File: src/rtl/atomrvcore_loader_pkg.sv
// Shared types and framing constants for the ICCM boot loader.
// Checksum tail state is used only when ATOMRV_LOADER_CHECKSUM_EN is defined.
package atomrvcore_loader_pkg;

  typedef enum logic [2:0] {
    IDLE,
    LEN,
    DATA,
    WRITE,
    CHK,
    DONE,
    ERR
  } loader_state_t;

  localparam int LEN_BYTES  = 4;
  localparam int WORD_BYTES = 4;

endpackage

File: src/rtl/atomrvcore_word_packer.sv
// Little-endian byte-to-word assembler shared by the length and data phases.
// word presents the assembled value including the byte being strobed.
import atomrvcore_loader_pkg::*;

module atomrvcore_word_packer (
  input  logic        clk,
  input  logic        rst,
  input  logic        clear,
  input  logic        load,
  input  logic [7:0]  data,
  output logic [31:0] word,
  output logic        word_full
);

  localparam int NBYTES =
    (LEN_BYTES > WORD_BYTES) ? LEN_BYTES : WORD_BYTES;

  logic [1:0]  idx;
  logic [31:0] sr;

  assign word      = {data, sr[31:8]};
  assign word_full = load && (idx == 2'(NBYTES - 1));

  always_ff @(posedge clk or posedge rst) begin
    if (rst) begin
      idx <= '0;
      sr  <= '0;
    end else if (clear) begin
      idx <= '0;
      sr  <= '0;
    end else if (load) begin
      idx <= idx + 2'd1;
      sr  <= word;
    end
  end

endmodule

File: src/rtl/atomrvcore_iccm_loader.sv
// Boot-time ICCM writer: length-prefixed byte stream in, word writes out.
// Define ATOMRV_LOADER_CHECKSUM_EN to require a trailing XOR checksum byte.
import atomrvcore_loader_pkg::*;

module atomrvcore_iccm_loader #(
  parameter int                   DATAWIDTH = 32,
  parameter logic [DATAWIDTH-1:0] BASE_ADDR = '0,
  parameter int                   DEPTH     = 1024,
  parameter int                   CNT_W     = 16
) (
  input  logic                 clk_i,
  input  logic                 rst_i,
  input  logic                 start_i,
  input  logic [7:0]           byte_i,
  input  logic                 byte_valid_i,
  output logic                 byte_ready_o,
  output logic                 IWR_EN_o,
  output logic [DATAWIDTH-1:0] address_o,
  output logic [DATAWIDTH-1:0] DATA_o,
  output logic                 core_rst_o,
  output logic                 busy_o,
  output logic                 done_o,
  output logic                 err_o,
  output logic [CNT_W-1:0]     word_cnt_o
);

  loader_state_t        state_q, state_d;
  logic                 fire, go, strobe;
  logic                 last_word;
  logic [31:0]          word;
  logic                 word_full;
  logic [DATAWIDTH-1:0] len_q;
  logic [CNT_W-1:0]     cnt_next;

  assign byte_ready_o = (state_q == LEN)
                     || (state_q == DATA)
                     || (state_q == CHK);
  assign fire   = byte_valid_i && byte_ready_o;
  assign strobe = fire && (state_q != CHK);
  assign go     = start_i && ((state_q == IDLE)
                           || (state_q == DONE)
                           || (state_q == ERR));

  assign cnt_next  = word_cnt_o + CNT_W'(1);
  assign last_word = (DATAWIDTH'(cnt_next) == len_q);

  assign IWR_EN_o   = (state_q == WRITE);
  assign done_o     = (state_q == DONE);
  assign err_o      = (state_q == ERR);
  assign core_rst_o = (state_q != DONE);
  assign busy_o     = (state_q == LEN)
                   || (state_q == DATA)
                   || (state_q == WRITE)
                   || (state_q == CHK);

  atomrvcore_word_packer u_packer (
    .clk       (clk_i),
    .rst       (rst_i),
    .clear     (go),
    .load      (strobe),
    .data      (byte_i),
    .word      (word),
    .word_full (word_full)
  );

`ifdef ATOMRV_LOADER_CHECKSUM_EN
  localparam loader_state_t TAIL = CHK;
  logic [7:0] csum_q;

  always_ff @(posedge clk_i or posedge rst_i) begin
    if (rst_i) begin
      csum_q <= '0;
    end else if (go) begin
      csum_q <= '0;
    end else if (fire && (state_q == DATA)) begin
      csum_q <= csum_q ^ byte_i;
    end
  end
`else
  localparam loader_state_t TAIL = DONE;
`endif

  always_ff @(posedge clk_i or posedge rst_i) begin
    if (rst_i) begin
      state_q <= IDLE;
    end else begin
      state_q <= state_d;
    end
  end

  always_comb begin
    state_d = state_q;
    unique case (state_q)
      IDLE, DONE, ERR: begin
        if (start_i) state_d = LEN;
      end
      LEN: begin
        if (word_full) begin
          if (word == '0)              state_d = TAIL;
          else if (word > 32'(DEPTH))  state_d = ERR;
          else                         state_d = DATA;
        end
      end
      DATA: begin
        if (word_full) state_d = WRITE;
      end
      WRITE: begin
        state_d = last_word ? TAIL : DATA;
      end
`ifdef ATOMRV_LOADER_CHECKSUM_EN
      CHK: begin
        if (fire) state_d = (byte_i == csum_q) ? DONE : ERR;
      end
`endif
      default: state_d = IDLE;
    endcase
  end

  // Address/data are latched on the final data byte so they are stable
  // for the whole WRITE cycle and hold afterwards.
  always_ff @(posedge clk_i or posedge rst_i) begin
    if (rst_i) begin
      word_cnt_o <= '0;
      address_o  <= BASE_ADDR;
      DATA_o     <= '0;
      len_q      <= '0;
    end else begin
      if (go) begin
        word_cnt_o <= '0;
        address_o  <= BASE_ADDR;
      end
      if ((state_q == LEN) && word_full) begin
        len_q <= DATAWIDTH'(word);
      end
      if ((state_q == DATA) && word_full) begin
        address_o <= BASE_ADDR
                   + (DATAWIDTH'(word_cnt_o) << 2);
        DATA_o    <= DATAWIDTH'(word);
      end
      if (state_q == WRITE) begin
        word_cnt_o <= cnt_next;
      end
    end
  end

endmodule

File: config.mk
export PLATFORM = sky130hd
export DESIGN_NAME = atomrvcore_iccm_loader
export DESIGN_NICKNAME = d
export VERILOG_FILES = /design/src/rtl/atomrvcore_loader_pkg.sv /design/src/rtl/atomrvcore_word_packer.sv /design/src/rtl/atomrvcore_iccm_loader.sv
export SDC_FILE = /design/constraint.sdc
export NUM_CORES = 1
export LEC_CHECK = 0
export ABC_AREA = 1
export CAP_MARGIN = 20
export CORE_ASPECT_RATIO = 0.9
export CORE_MARGIN = 8
export CORE_UTILIZATION = 59
export CTS_BUF_LIST = sky130_fd_sc_hd__clkbuf_4
export CTS_CLUSTER_DIAMETER = 50
export DETAILED_ROUTE_END_ITERATION = 10
export PLACE_DENSITY = 0.87
export RECOVER_POWER = 100
export SLEW_MARGIN = 40
export SYNTH_ARGS = -nofsm -noshare
export SYNTH_HDL_FRONTEND = slang
export SYNTH_SLANG_ARGS = --single-unit
export TNS_END_PERCENT = 30
File: constraint.sdc
create_clock -name clk_i -period 11.8 [get_ports clk_i]
set_input_delay 2.36 -clock clk_i [delete_from_list [all_inputs] [get_ports clk_i]]
set_output_delay 2.36 -clock clk_i [all_outputs]
set_load 0.02 [all_outputs]
Yosys cells after proc, flatten, opt, wreduce, memory -nomap -nowiden. Cells that the tools add are included.

Latch bits: 0. Memories: 0. Input bits: 12. RAM bits: 0. Logic and storage cells: 57. ROM bits: 0. Register bits after elaboration: 149. Output and inout bits: 86.

Multiplexer cells: 15. Order comparisons: 1. $mul: 0. Bitwise operators: 0. Equality and inequality tests: 13. Shifts and indexed selects: 0. Divide/modulo/power cells: 0. $add $sub $neg: 2. Reduce and logical (&&, ||, !) cells: 19.

Operator list (number): $mux W32 (4); $eq A16 B32 Y1 (1); $gt A32 B11 Y1 const B (1); $logic_not A32 Y1 (1); $mux W16 (2); $mux W3 (6); $add A16 B1 Y16 const B (1); $pmux W3 S4 (1); $eq A3 B3 Y1 const B (3); $eq A3 B2 Y1 const B (2); $logic_and A1 B1 Y1 (6); $logic_or A1 B1 Y1 (6); $ne A2 B2 Y1 const B (3); $ne A3 B3 Y1 const B (2); $reduce_bool A2 Y1 (3); $mux W2 (2); $eq A3 B1 Y1 const B (1); $logic_not A3 Y1 (1); $reduce_and A3 Y1 (1); $reduce_or A3 Y1 (1); $add A2 B1 Y2 const B (1); $eq A2 B2 Y1 const B (1).

Longest topological paths before layout.
Depth in word-level cells: 8. Mapped depth: 15. Gate-level depth less buffers: 15.

Hierarchy. A second synthesis with hierarchy kept.

Cells, all modules: 731. Area, all modules: 6063.3 um2.

Modules (own cells, without submodules): atomrvcore_iccm_loader (seq. area each 2477.4 um2, area each 4794.6 um2, cells an instance 605, instances 1); atomrvcore_word_packer (seq. area each 650.6 um2, area each 1268.7 um2, cells an instance 126, instances 1).

Worst setup path before layout. No wires, ideal clock.

Kind: register to output. From: register state_q[2]. To: output port IWR_EN_o. Path slack: 8226 ps. Cell stages (with the launch flop): 3. Data arrival time: 1214 ps. Buffers on the path: 1. Required time: 9440 ps. Path through: dfrtp_1 > nor3_2 > clkbuf_1.

Word-level cells in the longest chain between the ends: 1.

Ends and longest elaborated chain: start, declared (line atomrvcore_iccm_loader.sv:27) `loader_state_t state_q, state_d;`; start signal, assigned (line atomrvcore_iccm_loader.sv:87) `state_q <= state_d;`; $eq A3 B2 Y1 (line atomrvcore_iccm_loader.sv:47) `assign IWR_EN_o = (state_q == WRITE);`; end, declared (line atomrvcore_iccm_loader.sv:17) `output logic IWR_EN_o,`.

Every way passes these cells.

Worst setup path after layout.
From: input port byte_valid_i. To: register DATA_o[15].

Word-level cells in the longest chain between the ends: 4.

Ends and longest elaborated chain: start, declared (line atomrvcore_iccm_loader.sv:15) `input logic byte_valid_i,`; $logic_and A1 B1 Y1 (line atomrvcore_iccm_loader.sv:38) `assign fire = byte_valid_i && byte_ready_o;`; $logic_and A1 B1 Y1 (line atomrvcore_iccm_loader.sv:39) `assign strobe = fire && (state_q != CHK);`; $logic_and A1 B1 Y1 (line atomrvcore_word_packer.sv:22) `assign word_full = load && (idx == 2'(NBYTES - 1));`; $logic_and A1 B1 Y1 (line atomrvcore_iccm_loader.sv:135) `if ((state_q == DATA) && word_full) begin`; end signal, assigned (line atomrvcore_iccm_loader.sv:138) `DATA_o <= DATAWIDTH'(word);`; end, declared (line atomrvcore_iccm_loader.sv:19) `output logic [DATAWIDTH-1:0] DATA_o,`.

Every way passes these cells. A chain may end at the register's enable or synchronous reset.

==> summary.txt <==
Clocking
  – Clk sinks: 125
  – CTS tree: done
  – Clk Latency, worst-skew pair: 0.51 ns
  – Hold_buf cts: 0
  – Clk slew on worst S/H paths: 0.11 ns
  – Total CTS buffers: 17
  – Post-CTS Setup Repair Bufs: 0
  – H-Tree Level Count: 4
  – Post-CTS Resized: 0
  – Maximum clock path buffer count: 2
  – Root buf cell: clkbuf_4

Setup path
  – Critical Path RT: 12.08 ns
  – R2r startpoint: state_q[2]$_DFFE_PP0P_
  – Crit path DAT: 6.68 ns
  – Worst setup path startpoint: byte_valid_i
  – Max Fanout on Critical Path: 64
  – Critical path type: in2reg
  – CP endpoint: DATA_o[15]$_DFFE_PP0P_
  – FF-to-FF path depth: 9
  – Worst R2R Setup Slack: 7.04 ns
  – Crit end category: register
  – Startpoint Class: input port
  – Critical R2R Capture: DATA_o[15]$_DFFE_PP0P_

Global route
  – Largest net degree at the start of global routing: 89
  – Antenna violations before repair: 0
  – Global route overflow: 0
  – Number of global-route vias before repair: 4,966
  – First-pass GRT wire length: 23.97 mm
  – Total Routing Usage GR: 22.80%

Power
  – Clock network power share: 22.8%
  – Worst vdd ir: 81.23 uV
  – Switch Pwr: 0.4951 mW
  – Cell Int Power: 0.7679 mW
  – Gate power share: 31.8%
  – Pleak: 3.382 nW
  – Power Dens Cells: 185.0 nW/um^2
  – Sequential share of power: 45.4%
  – Net Sw Frac: 39.20%

Placement
  – Port buffer count: 81
  – Post-DP HPWL: 10.56 mm
  – Worst slack, placed: 7.011 ns
  – Placer Congestion: 0.8681

STA
  – Min Hold Slack: 0.4891 ns
  – Max-slew violation count: 104
  – Setup TNS Final: 0 ns
  – Fin crit period: 6.406 ns
  – Worst Skew: 0.01420 ns
  – Final Setup Violations: 0
  – Fin crit share: 54.28%
  – Least-Margin Pin Slew: 2.133 ns
  – Rel. slew slack: -42.23%
  – Final WS setup: 5.394 ns
  – RSZ-0062 raised after global routing: false
  – Max Freq: 156.1 MHz
  – Hold Vio Cnt, Final: 0

Synth
  – Syn Std Cell Area: 5782 um^2
  – Top cell type's share of synthesized area: 54.10%
  – Mapped Cells: 689
  – Yosys reg bits: 125
  – Warnings, synthesis: 0
  – Post-synth top area cell: dfrtp_1
  – Count of cell types in the netlist: 30
  – Syn Area/Cell: 8.392 um^2
  – Sequential share of the synthesized area: 54.10%
  – Largest cells by area after synthesis: dfrtp_1 (54%), nand2_1 (10%), inv_1 (5.8%)

Layout
  – Nets: 783
  – Fin util: 71.03%
  – Antenna Cells: 0
  – P&R area growth vs syn: 18.11%
  – Layout cells sized above 1: 6.266%
  – # fillers: 798

Floorplanning
  – Die Width: 120.3 um
  – Die Y: 109.9 um
  – Die area: 13,230 um^2
  – Core Area: 9614 um^2
  – Site Rows: 34
  – I/O pins: 98
  – Starting Density: 60.14%

Drt
  – Drt pass-1 iters: 5
  – Avg Vias per Cell: 5.555
  – Via Count: 5,044
  – Avg WL per Cell: 16.06 um
  – Drt initial violations: 537
  – WL final: 14.59 mm
  – Final ANT Viol Nets: 0
  – DRC viols: 0

Status
  – Failing checks: capacitance limit, slew limit
  – Status: complete, but fails checks

Flow run
  – Max-Cap Viols: 2

Min path
  – Hold Path Class: reg2reg
  – Hold Startpoint: u_packer.sr[24]$_DFFE_PP0P_
==> how the worst min path moves through the flow <==
stage | to | slack [ns] | cells past startpoint
2_1_floorplan | len_q[0]$_DFFE_PP0P_ | 0.45 | 2
6_report | len_q[16]$_DFFE_PP0P_ | 0.49 | 2
5_1_grt | len_q[16]$_DFFE_PP0P_ | 0.53 | 2
4_1_cts | len_q[16]$_DFFE_PP0P_ | 0.49 | 2
3_5_place_dp | len_q[16]$_DFFE_PP0P_ | 0.47 | 2
3_3_place_gp | len_q[17]$_DFFE_PP0P_ | 0.47 | 2
==> state kept, by name (all words and copies together) (netlist names) <==
register,flops
u_packer.idx,2
len_q,32
state_q,3
address_o,16
u_packer.sr,24
word_cnt_o,16
DATA_o,32
==> cells in the mapped netlist (all sizes together) <==
| library cell | n |
|---|---|
| ha | 2 |
| a21oi | 4 |
| dfrtp | 125 |
| inv | 98 |
| nand3 | 64 |
| clkbuf | 8 |
| nor2 | 37 |
| conb | 1 |
| nand4 | 19 |
| nand2 | 166 |
| xor2 | 1 |
| buf | 32 |
| o22ai | 30 |
| and2 | 1 |
| nor3 | 4 |
| or2 | 1 |
| nor4 | 2 |
| o21ai | 93 |
| nand3b | 1 |
==> critical path, cell delays in order <==
cell and delay, ns:
dlygate4sd3_1 0.53, and2_0 0.15, nand2_1 0.65, inv_1 0.19, nand2_1 0.16, nor2_1 0.05
inv_1 0.61, clkbuf_1 1.58, o21ai_0 0.35
==> placed cells by master, fill, tap and decap left out, types with 6 or more instances in the layout <==
| master | netlist | final |
|---|---|---|
| nand3_1 | 64 | 64 |
| nand2_1 | 161 | 164 |
| dlygate4sd3_1 | 0 | 72 |
| nor2_1 | 28 | 29 |
| inv_1 | 90 | 91 |
| clkbuf_4 | 0 | 17 |
| clkdlybuf4s50_1 | 0 | 9 |
| nand4_1 | 19 | 19 |
| dfrtp_1 | 125 | 125 |
| conb_1 | 1 | 16 |
| o22ai_1 | 30 | 30 |
| o21ai_0 | 49 | 90 |
| nor2_2 | 7 | 7 |
| inv_2 | 8 | 6 |
==> per-layer routing <==
layer | GRT usage, % | share of wire, % | wire length [um]
met1 | 27.86 | 42 | 6145
met2 | 37.03 | 47 | 6919
met3 | 6.006 | 8.0 | 1171
met4 | 11.84 | 2.4 | 349
met5 | 0 | 0 | 0
==> kinds of logic (layout without fill, tap and decap cells) <==
family | after synthesis | count (layout) | share of synthesized area [%]
buffers and inverters | 138 | 216 | 10.89
adder cells (fa/ha/maj) | 2 | 2 | 0.4327
XOR/XNOR | 1 | 1 | 0.1515
AO/OA/AOI/OAI | 127 | 127 | 11.64
other | 1 | 16 | 0.06486
flip-flops | 125 | 125 | 54.10
AND/OR/NAND/NOR | 295 | 295 | 22.72
==> power groups by stage <==
stage | Clock (mW) | Sequential (mW) | Combinational [mW]
2_1_floorplan | 0 | 0.574 | 0.286
3_3_place_gp | 0 | 0.576 | 0.396
5_1_grt | 0.315 | 0.582 | 0.443
4_1_cts | 0.292 | 0.571 | 0.415
6_report | 0.288 | 0.573 | 0.401
3_5_place_dp | 0 | 0.580 | 0.411
==> metrics by stage <==
step                power, mW  instances  area [um^2]
floorplan              0.8604        704         5838
detailed placement     0.9902        876         6616
finish                  1.263        908         6829
CTS                     1.279        908         6890
global route            1.340        908         6829
global placement       0.9717        874         6570
==> area by class of cell <==
cell class                 count  area, um^2  area share (%)
sequential                   125        3128           45.80
multi-input combinational    441        2061           30.18
timing repair buffer          86       839.6           12.29
inverter                      98       369.1           5.405
tap                          126       157.7           2.309
clock inverter                15       146.4           2.144
clock buffer                  17       127.6           1.869
(Power assumes the default switching activity.)
